File: src/rtl/noc_inject.sv
// noc_inject: local injection stage for the 4-router ring NoC.
// Queues PE requests, builds flits, paces injection against ring backpressure.
module noc_inject #(
  parameter int unsigned WIDTH    = 16,
  parameter int unsigned DEPTH    = 4,
  parameter int unsigned ADDWIDTH = 2,
  parameter int unsigned SRC_ID   = 0
) (
  input  logic                clk,
  input  logic                reset,
  input  logic                in_valid,
  output logic                in_ready,
  input  logic [1:0]          in_dest,
  input  logic [WIDTH-3:0]    in_payload,
  input  logic                full,
  input  logic                almost_full,
  output logic                write,
  output logic [WIDTH-1:0]    dataOut,
  output logic                err_self,
  output logic [ADDWIDTH:0]   count,
  output logic [15:0]         sent
);

  typedef enum logic [1:0] {
    IDLE = 2'd0,
    SEND = 2'd1,
    HOLD = 2'd2
  } state_t;

  state_t                state_q, state_d;
  logic [WIDTH-1:0]      mem_q [DEPTH];
  logic [ADDWIDTH-1:0]   rd_q, wr_q;
  logic [ADDWIDTH:0]     count_q, count_d;
  logic                  rdy_q;
  logic                  write_q;
  logic [WIDTH-1:0]      data_q;
  logic                  err_q;
  logic [15:0]           sent_q;

  logic accept, self_hit, push, issue;

  assign accept   = in_valid && rdy_q;
  assign self_hit = (in_dest == 2'(SRC_ID));
  assign push     = accept && !self_hit;

  always_comb begin
    state_d = state_q;
    issue   = 1'b0;
    count_d = count_q;
    unique case (state_q)
      IDLE, SEND: begin
        if (count_q != '0 && !full) begin
          issue = 1'b1;
        end
      end
      default: ;
    endcase
    unique case ({push, issue})
      2'b10:   count_d = count_q + 1'b1;
      2'b01:   count_d = count_q - 1'b1;
      default: count_d = count_q;
    endcase
    // HOLD always spans at least one cycle so the flag lag is covered
    unique case (state_q)
      IDLE, SEND: begin
        if (issue) begin
          if (almost_full)        state_d = HOLD;
          else if (count_d != '0) state_d = SEND;
          else                    state_d = IDLE;
        end else begin
          state_d = IDLE;
        end
      end
      HOLD: begin
        if (!almost_full && !full) begin
          state_d = (count_q != '0) ? SEND : IDLE;
        end
      end
      default: state_d = IDLE;
    endcase
  end

  always_ff @(posedge clk) begin
    if (push) begin
      mem_q[wr_q] <= {in_dest, in_payload};
    end
  end

  always_ff @(posedge clk) begin
    if (!reset) begin
      state_q <= IDLE;
      rd_q    <= '0;
      wr_q    <= '0;
      count_q <= '0;
      rdy_q   <= 1'b1;
      write_q <= 1'b0;
      data_q  <= '0;
      err_q   <= 1'b0;
      sent_q  <= '0;
    end else begin
      state_q <= state_d;
      count_q <= count_d;
      rdy_q   <= (count_d != (ADDWIDTH+1)'(DEPTH));
      write_q <= issue;
      err_q   <= accept && self_hit;
      if (push) begin
        wr_q <= wr_q + 1'b1;
      end
      if (issue) begin
        data_q <= mem_q[rd_q];
        rd_q   <= rd_q + 1'b1;
        sent_q <= sent_q + 16'd1;
      end
    end
  end

  assign in_ready = rdy_q;
  assign write    = write_q;
  assign dataOut  = data_q;
  assign err_self = err_q;
  assign count    = count_q;
  assign sent     = sent_q;

endmodule

File: config.mk
export PLATFORM = sky130hd
export DESIGN_NAME = noc_inject
export DESIGN_NICKNAME = d
export VERILOG_FILES = /design/src/rtl/noc_inject.sv
export SDC_FILE = /design/constraint.sdc
export NUM_CORES = 1
export LEC_CHECK = 0
export ABC_AREA = 1
export CAP_MARGIN = 20
export CELL_PAD_IN_SITES_DETAIL_PLACEMENT = 0
export CELL_PAD_IN_SITES_GLOBAL_PLACEMENT = 1
export CORE_MARGIN = 8
export CORE_UTILIZATION = 45
export CTS_CLUSTER_SIZE = 8
export DETAILED_ROUTE_END_ITERATION = 10
export PLACE_DENSITY = 0.85
export SLEW_MARGIN = 15
export SYNTH_ARGS = -nofsm -noshare
export SYNTH_HDL_FRONTEND = slang
export SYNTH_SLANG_ARGS = --single-unit
File: constraint.sdc
create_clock -name clk -period 6.37 [get_ports clk]
set_input_delay 0.9555 -clock clk [delete_from_list [all_inputs] [get_ports clk]]
set_output_delay 0.9555 -clock clk [all_outputs]
set_load 0.1 [all_outputs]
==> impl_metrics.env, run 1 <==
export IMPL_setup_tns_ps=0
export IMPL_hold_path_class="flop to flop"
export IMPL_cts_buffers=9
export IMPL_insertion_delay_ps=360
export IMPL_cts_buffer_depth=2
export IMPL_syn2layout_area_growth_pct=20.3
export IMPL_grt_max_degree=39
export IMPL_fill_cells=878
export IMPL_via_count=3056
export IMPL_ys_warn_count=0
export IMPL_rows=36
export IMPL_cp_max_fo=38
export IMPL_worst_slew_pin_transition_ps=996
export IMPL_grt_pass1_wl_mm=15.0
export IMPL_min_delay_worst_endpoint="sent[6]"
export IMPL_endpoint_kind="flop"
export IMPL_p_leak_nw=1.88
export IMPL_nNetsFinal=512
export IMPL_drc=0
export IMPL_ys_types=30
export IMPL_dp_hpwl_mm=5.86
export IMPL_synth_cells=428
export IMPL_drive_above_1_share_pct=7.16
export IMPL_seq_area_um2=2800
export IMPL_cts_setup_buffers=0
export IMPL_cts_root_buf="clkbuf_8"
export IMPL_cp_required_ps=6670
export IMPL_cts_tree="yes"
export IMPL_routed_wl_mm=8.96
export IMPL_postRouteAntennaNets=0
export IMPL_drtIter0Drc=120
export IMPL_clk_pin_slew_ps=100
export IMPL_multi_input_area_um2=1300
export IMPL_dpl_cell_area_um2=5030
export IMPL_cts_sinks=108
export IMPL_wl_per_cell_um=14.4
export IMPL_cts_repair_resized=0
export IMPL_ys_ff_latch=108
export IMPL_die_y_um=114
export IMPL_syn_nets=456
export IMPL_status="finished clean"
export IMPL_fin_cells=622
export IMPL_cap_violations=0
export IMPL_min_period_ps=3300
export IMPL_drv_slew=0
export IMPL_die_area_um2=13000
export IMPL_fin_skew_ps=17.2
export IMPL_power_density_nw_per_um2=410
export IMPL_globalplace_congestion=0.741
export IMPL_antenna_found_initial=0
export IMPL_dp_cells=606
export IMPL_r2r_cells=12
export IMPL_async_flop_share_pct=0
export IMPL_min_from="sent[6]"
export IMPL_grt_pass1_vias=3106
export IMPL_r2r_setup_slack_ps=3740
export IMPL_pin_count=59
export IMPL_fin_area_um2=5220
export IMPL_cts_hold_buf=0
export IMPL_start_util_pct=45.4
export IMPL_htreeDepth=3
export IMPL_ys_flop_type="edfxtp_1"
export IMPL_yosysSeqAreaShare_pct=64.6
export IMPL_finalSetupViolCount=0
export IMPL_rsz0062_at_grt="false"
export IMPL_drt_first_pass_iters=4
export IMPL_grt_overflow_total=0
export IMPL_setup_worst_path_start_class="input port"
export IMPL_r2r_start="count[2]"
export IMPL_r2r_end="state_q[0]"
export IMPL_grt_usage_pct=14.7
export IMPL_whs_path_depth=2
export IMPL_diodes=0
export IMPL_port_buffers=58
export IMPL_via_per_inst=4.91
export IMPL_cp_arrival_ps=3600
export IMPL_synth_edff_count=64
export IMPL_mappedNetlistArea_um2=4340
export IMPL_crit_type="input port to flop"
export IMPL_final_period_utilization_pct=51.8
export IMPL_hold_viol_final=0
export IMPL_max_vdd_ir_drop_mv=0.232
export IMPL_syn_avg_cell_area_um2=10.1
export IMPL_fmax_ghz=0.303
export IMPL_die_width_um=114
export IMPL_utilization_pct=54.7
export IMPL_coreArea_um2=9550
export IMPL_slew_headroom_pct=33.4
==> sequential cells by signal (all words and copies together) (netlist names) <==
name and count:
mem_q 64, dataOut 16, sent 16, count 3, rd_q 2, state_q 2, wr_q 2, err_self 1
in_ready 1, write 1
==> worst max path at each step <==
stage,start,endpoint,slack [ps]
3_5_place_dp,full,state_q[0],2670
5_1_grt,full,state_q[0],2800
4_1_cts,full,state_q[0],3070
3_3_place_gp,full,state_q[0],2750
6_report,full,state_q[0],3070
2_1_floorplan,count[0],state_q[0],3550
==> layout by cell type (no fill, tap or decap), types with 2 or more instances in the layout <==
master and instances:
clkdlybuf4s50_1 58, nand2_1 39, nor2_2 2, inv_6 3, nor2_1 98, o21ai_0 54, a31oi_1 17, nand3_1 12
clkinvlp_4 2, inv_2 4, nand3_2 2, a21oi_1 12, buf_4 6, o21ai_1 4, nand4_1 5, dfxtp_1 44
clkbuf_8 10, ha_1 6, inv_1 32, edfxtp_1 64, nand2_2 3, xor2_1 2
==> Yosys cell counts, types with 2 or more instances <==
library cell | number | share of area (%)
a21oi_1 | 12 | 1.4
a31oi_1 | 17 | 2.5
buf_2 | 7 | 0.81
buf_6 | 3 | 0.78
clkbuf_1 | 8 | 0.69
dfxtp_1 | 44 | 20
edfxtp_1 | 64 | 44
ha_1 | 6 | 1.7
inv_1 | 32 | 2.8
inv_2 | 4 | 0.35
nand2_1 | 39 | 3.4
nand2_2 | 3 | 0.43
nand3_1 | 12 | 1.4
nand3_2 | 2 | 0.46
nand4_1 | 5 | 0.72
nor2_1 | 98 | 8.5
nor2_2 | 2 | 0.29
o21ai_0 | 54 | 6.2
o21ai_1 | 4 | 0.46
xor2_1 | 2 | 0.40
==> per-stage QoR <==
stage / hold slack, ps / total power, W / worst slack (ps)
6_report: 519 / 0.00214 / 3070
5_1_grt: 546 / 0.00226 / 2800
4_1_cts: 525 / 0.00217 / 3070
3_5_place_dp: 501 / 0.00177 / 2670
3_3_place_gp: 477 / 0.00175 / 2750
2_1_floorplan: 463 / 0.00158 / 3550
==> kinds of logic (layout without fill, tap and decap cells) <==
logic type	count (synthesis)	after routing	synth area share, %
buffers and inverters	55	116	5.48
AO/OA/AOI/OAI	88	88	10.7
flip-flops	108	108	64.6
XOR/XNOR	3	3	0.606
AND/OR/NAND/NOR	167	167	16.4
adder cells (fa/ha/maj)	7	7	2.19
==> power by group <==
part / internal, W / total [W] / leakage [nW] / switching (W)
Sequential: 0.000829 / 0.000882 / 0.943 / 0.0000535
Combinational: 0.000198 / 0.000861 / 0.845 / 0.000663
Clock: 0.000160 / 0.000398 / 0.0918 / 0.000238
Total: 0.00119 / 0.00214 / 1.88 / 0.000955
==> worst max-delay path: stages <==
cell	delay [ps]
clkdlybuf4s50_1	440
nor2_1	140
nand2_2	220
inv_2	520
ha_1	270
inv_1	70
fa_1	430
o21ai_0	210
nor2_1	90
nand3_1	90
nand2_1	50
a21oi_1	110
==> routing by layer <==
| layer | GRT usage, % | up-vias | wire length [um] |
|---|---|---|---|
| met5 | 0 | - | 0 |
| met1 | 16.5 | 1408 | 3830 |
| met3 | 3.32 | 16 | 416 |
| met4 | 7.01 | 0 | 199 |
| met2 | 25.9 | 77 | 4510 |
| li1 | - | 1555 | - |
==> cell type report <==
type	count	area share, %
Clock buffer	10	2.64
Clock inverter	6	1.01
Tap cell	133	3.19
Multi-Input combinational cell	265	24.9
Sequential cell	108	53.7
Inverter	36	2.59
Timing Repair Buffer	64	12.0
Note: power is estimated with default switching activity, not from simulation.
==> run 2: changes to the inputs <==
--- a/config.mk
+++ b/config.mk
@@ -10,10 +10,10 @@
 export CELL_PAD_IN_SITES_DETAIL_PLACEMENT = 0
 export CELL_PAD_IN_SITES_GLOBAL_PLACEMENT = 1
 export CORE_MARGIN = 8
-export CORE_UTILIZATION = 45
+export CORE_UTILIZATION = 38
 export CTS_CLUSTER_SIZE = 8
 export DETAILED_ROUTE_END_ITERATION = 10
-export PLACE_DENSITY = 0.85
+export PLACE_DENSITY = 0.77
 export SLEW_MARGIN = 15
 export SYNTH_ARGS = -nofsm -noshare
 export SYNTH_HDL_FRONTEND = slang
==> constraint.sdc (replaced) <==
create_clock -name clk -period 3 [get_ports clk]
set_input_delay 0.45 -clock clk [delete_from_list [all_inputs] [get_ports clk]]
set_output_delay 0.45 -clock clk [all_outputs]
set_load 0.1 [all_outputs]
==> run 2 against run 1 <==
- cell count increased by 2.4%
- worst setup slack got worse by 2500 ps
- hold slack worse by 23 ps
- total power is 130% higher
- combinational power up 110%
- clock-buffer cell count shrank 1
- non-clock buffer count increased by 6
- die area increased by 16%
- utilization decreased by 7.8 points
- routed wire length up 6.6%
- sequential power grew 110%
- critical path type unchanged
==> impl_metrics.env, run 2 (same netlist as run 1, synthesis figures left out) <==
export IMPL_status="finished clean"
export IMPL_drtIter0Drc=229
export IMPL_final_period_utilization_pct=82.2
export IMPL_p_sw_w=0.00209
export IMPL_grt_pass1_wl_mm=15.6
export IMPL_layout_commonest_cell="nor2_1"
export IMPL_p_leak_nw=2.03
export IMPL_grt_max_degree=38
export IMPL_fill_cells=1065
export IMPL_routed_wl_mm=9.55
export IMPL_internal_power_w=0.00274
export IMPL_dp_hpwl_mm=6.27
export IMPL_fin_cells=637
export IMPL_final_cell_mix="98 x nor2_1, 64 x edfxtp_1, 54 x o21ai_0, 50 x buf_4, 44 x dfxtp_1"
export IMPL_antenna_found_initial=0
export IMPL_cp_common_cell="nor2_1"
export IMPL_cts_setup_buffers=0
export IMPL_clkPwrFrac_pct=23.2
export IMPL_postRouteAntennaNets=0
export IMPL_grt_overflow_total=0
export IMPL_cp_arrival_ps=2740
export IMPL_port_buffers=58
export IMPL_die_area_um2=15100
export IMPL_cts_buffers=9
export IMPL_power_density_nw_per_um2=914
export IMPL_swShare_pct=43.3
export IMPL_cts_tree="yes"
export IMPL_worst_slew_pin_transition_ps=499
export IMPL_top_register="mem_q"
export IMPL_via_count=3134
export IMPL_max_vdd_ir_drop_mv=0.554
export IMPL_slowest_stage="clkdlybuf4s50_1"
export IMPL_drive_above_1_share_pct=15.8
export IMPL_cts_hold_buf=0
export IMPL_slew_headroom_pct=66.6
export IMPL_grt_usage_pct=13.2
export IMPL_grt_pass1_vias=3081
export IMPL_via_per_inst=4.92
export IMPL_endpoint_kind="flop"
export IMPL_comb_power_share_pct=38.2
export IMPL_cts_root_buf="clkbuf_16"
export IMPL_setup_tns_ps=0
export IMPL_diodes=0
export IMPL_setup_worst_path_start_class="input port"
export IMPL_coreArea_um2=11300
export IMPL_r2r_setup_slack_ps=850
export IMPL_die_y_um=123
export IMPL_rows=39
export IMPL_p_seq_share_pct=38.6
export IMPL_start_util_pct=38.5
export IMPL_cts_sinks=108
export IMPL_drt_first_pass_iters=5
export IMPL_globalplace_congestion=0.777
export IMPL_crit_type="input port to flop"
export IMPL_fmax_ghz=0.406
export IMPL_finalSetupViolCount=0
export IMPL_insertion_delay_ps=340
export IMPL_drc=0
export IMPL_r2r_cells=11
export IMPL_cp_required_ps=3270
export IMPL_min_period_ps=2470
export IMPL_rsz0062_at_grt="false"
export IMPL_wl_per_cell_um=15.0
export IMPL_fin_skew_ps=10.4
export IMPL_pin_count=59
export IMPL_drv_slew=0
export IMPL_hold_path_class="flop to flop"
export IMPL_htreeDepth=3
export IMPL_path_cells="clkdlybuf4s50_1 > nor2_1 > nor2_1 > inv_1 > ha_1 > inv_1 > fa_1 > o21ai_0 > nor2_1 > nand3_1 > nand2_1 > a21oi_1"
export IMPL_cap_violations=0
export IMPL_cts_repair_resized=0
export IMPL_r2r_start="in_ready"
export IMPL_syn2layout_area_growth_pct=21.6
export IMPL_hold_viol_final=0
export IMPL_clk_pin_slew_ps=70
export IMPL_r2r_end="state_q[0]"
export IMPL_max_stage_delay_ps=570
export IMPL_dp_cells=622
export IMPL_cp_max_fo=7
export IMPL_nNetsFinal=518
export IMPL_min_from="in_ready"
export IMPL_whs_path_depth=2
export IMPL_cts_buffer_depth=2
export IMPL_largest_register_ffs=64
export IMPL_min_delay_worst_endpoint="err_self"
export IMPL_die_width_um=123
## run 2: cell count changes in the layout (fill, tap and decap cells not counted)
cell             change
buf_4               +44
clkbuf_16            +9
clkbuf_8            -10
clkdlybuf4s50_1     -38
clkinv_4             +3
clkinv_8             +1
clkinvlp_4           -2
inv_6                -1
inv_8                -1
## run 2: final cells by class
class | instances | area, um2 | share of cell area, %
timing repair buffer | 70 | 576 | 10.9
tap | 143 | 179 | 3.39
inverter | 36 | 135 | 2.56
clock inverter | 6 | 60.1 | 1.14
multi-input combinational | 265 | 1300 | 24.6
sequential | 108 | 2800 | 53.1
clock buffer | 9 | 225 | 4.27
## run 2: per-layer routing
metal | track usage, % | vias up | part of all wire (%)
li1 | - | 1572 | -
met1 | 16.1 | 1489 | 45
met2 | 22.6 | 65 | 49
met3 | 4.00 | 8 | 5.3
met4 | 2.97 | 0 | 0.63
met5 | 0 | - | 0
## run 2: through the flow
| step | power [W] | instance area (um2) | util, % | setup slack [ps] | hold WS, ps |
|---|---|---|---|---|---|
| 2_1_floorplan | 0.00334 | 4340 | - | 178 | 463 |
| 3_3_place_gp | 0.00373 | 4990 | 44.3 | 265 | 475 |
| 3_5_place_dp | 0.00375 | 4990 | 44.3 | 188 | 482 |
| 4_1_cts | 0.00487 | 5280 | 46.8 | 538 | 503 |
| 5_1_grt | 0.00507 | 5280 | 46.8 | 311 | 526 |
| 6_report | 0.00482 | 5280 | 46.8 | 534 | 497 |
## run 2: power by group through the flow
stage / clock, W / combinational, W / sequential (W)
global route: 0.00121 / 0.00197 / 0.00189
CTS: 0.00115 / 0.00186 / 0.00186
detailed placement: 0 / 0.00186 / 0.00189
global placement: 0 / 0.00184 / 0.00189
floorplan: 0 / 0.000614 / 0.00273
finish: 0.00112 / 0.00184 / 0.00186
## run 2: how the worst max path moves through the flow
stage,depth (start not counted),slack (ps),to,start
after detailed placement,12,190,state_q[0],in_dest[1]
after global routing,12,310,state_q[0],in_dest[1]
after global placement,12,270,state_q[0],in_dest[1]
after floorplan,14,180,state_q[0],count[0]
after CTS,12,540,state_q[0],in_dest[1]
final,12,530,state_q[0],in_dest[1]
## run 2: worst max-delay path, delay by kind of cell
kind,cells,cell delay [ps]
buffers and inverters,3,810
AOI/OAI and AO/OA,2,330
adders and majority gates,2,650
and+or+nand+nor,5,480
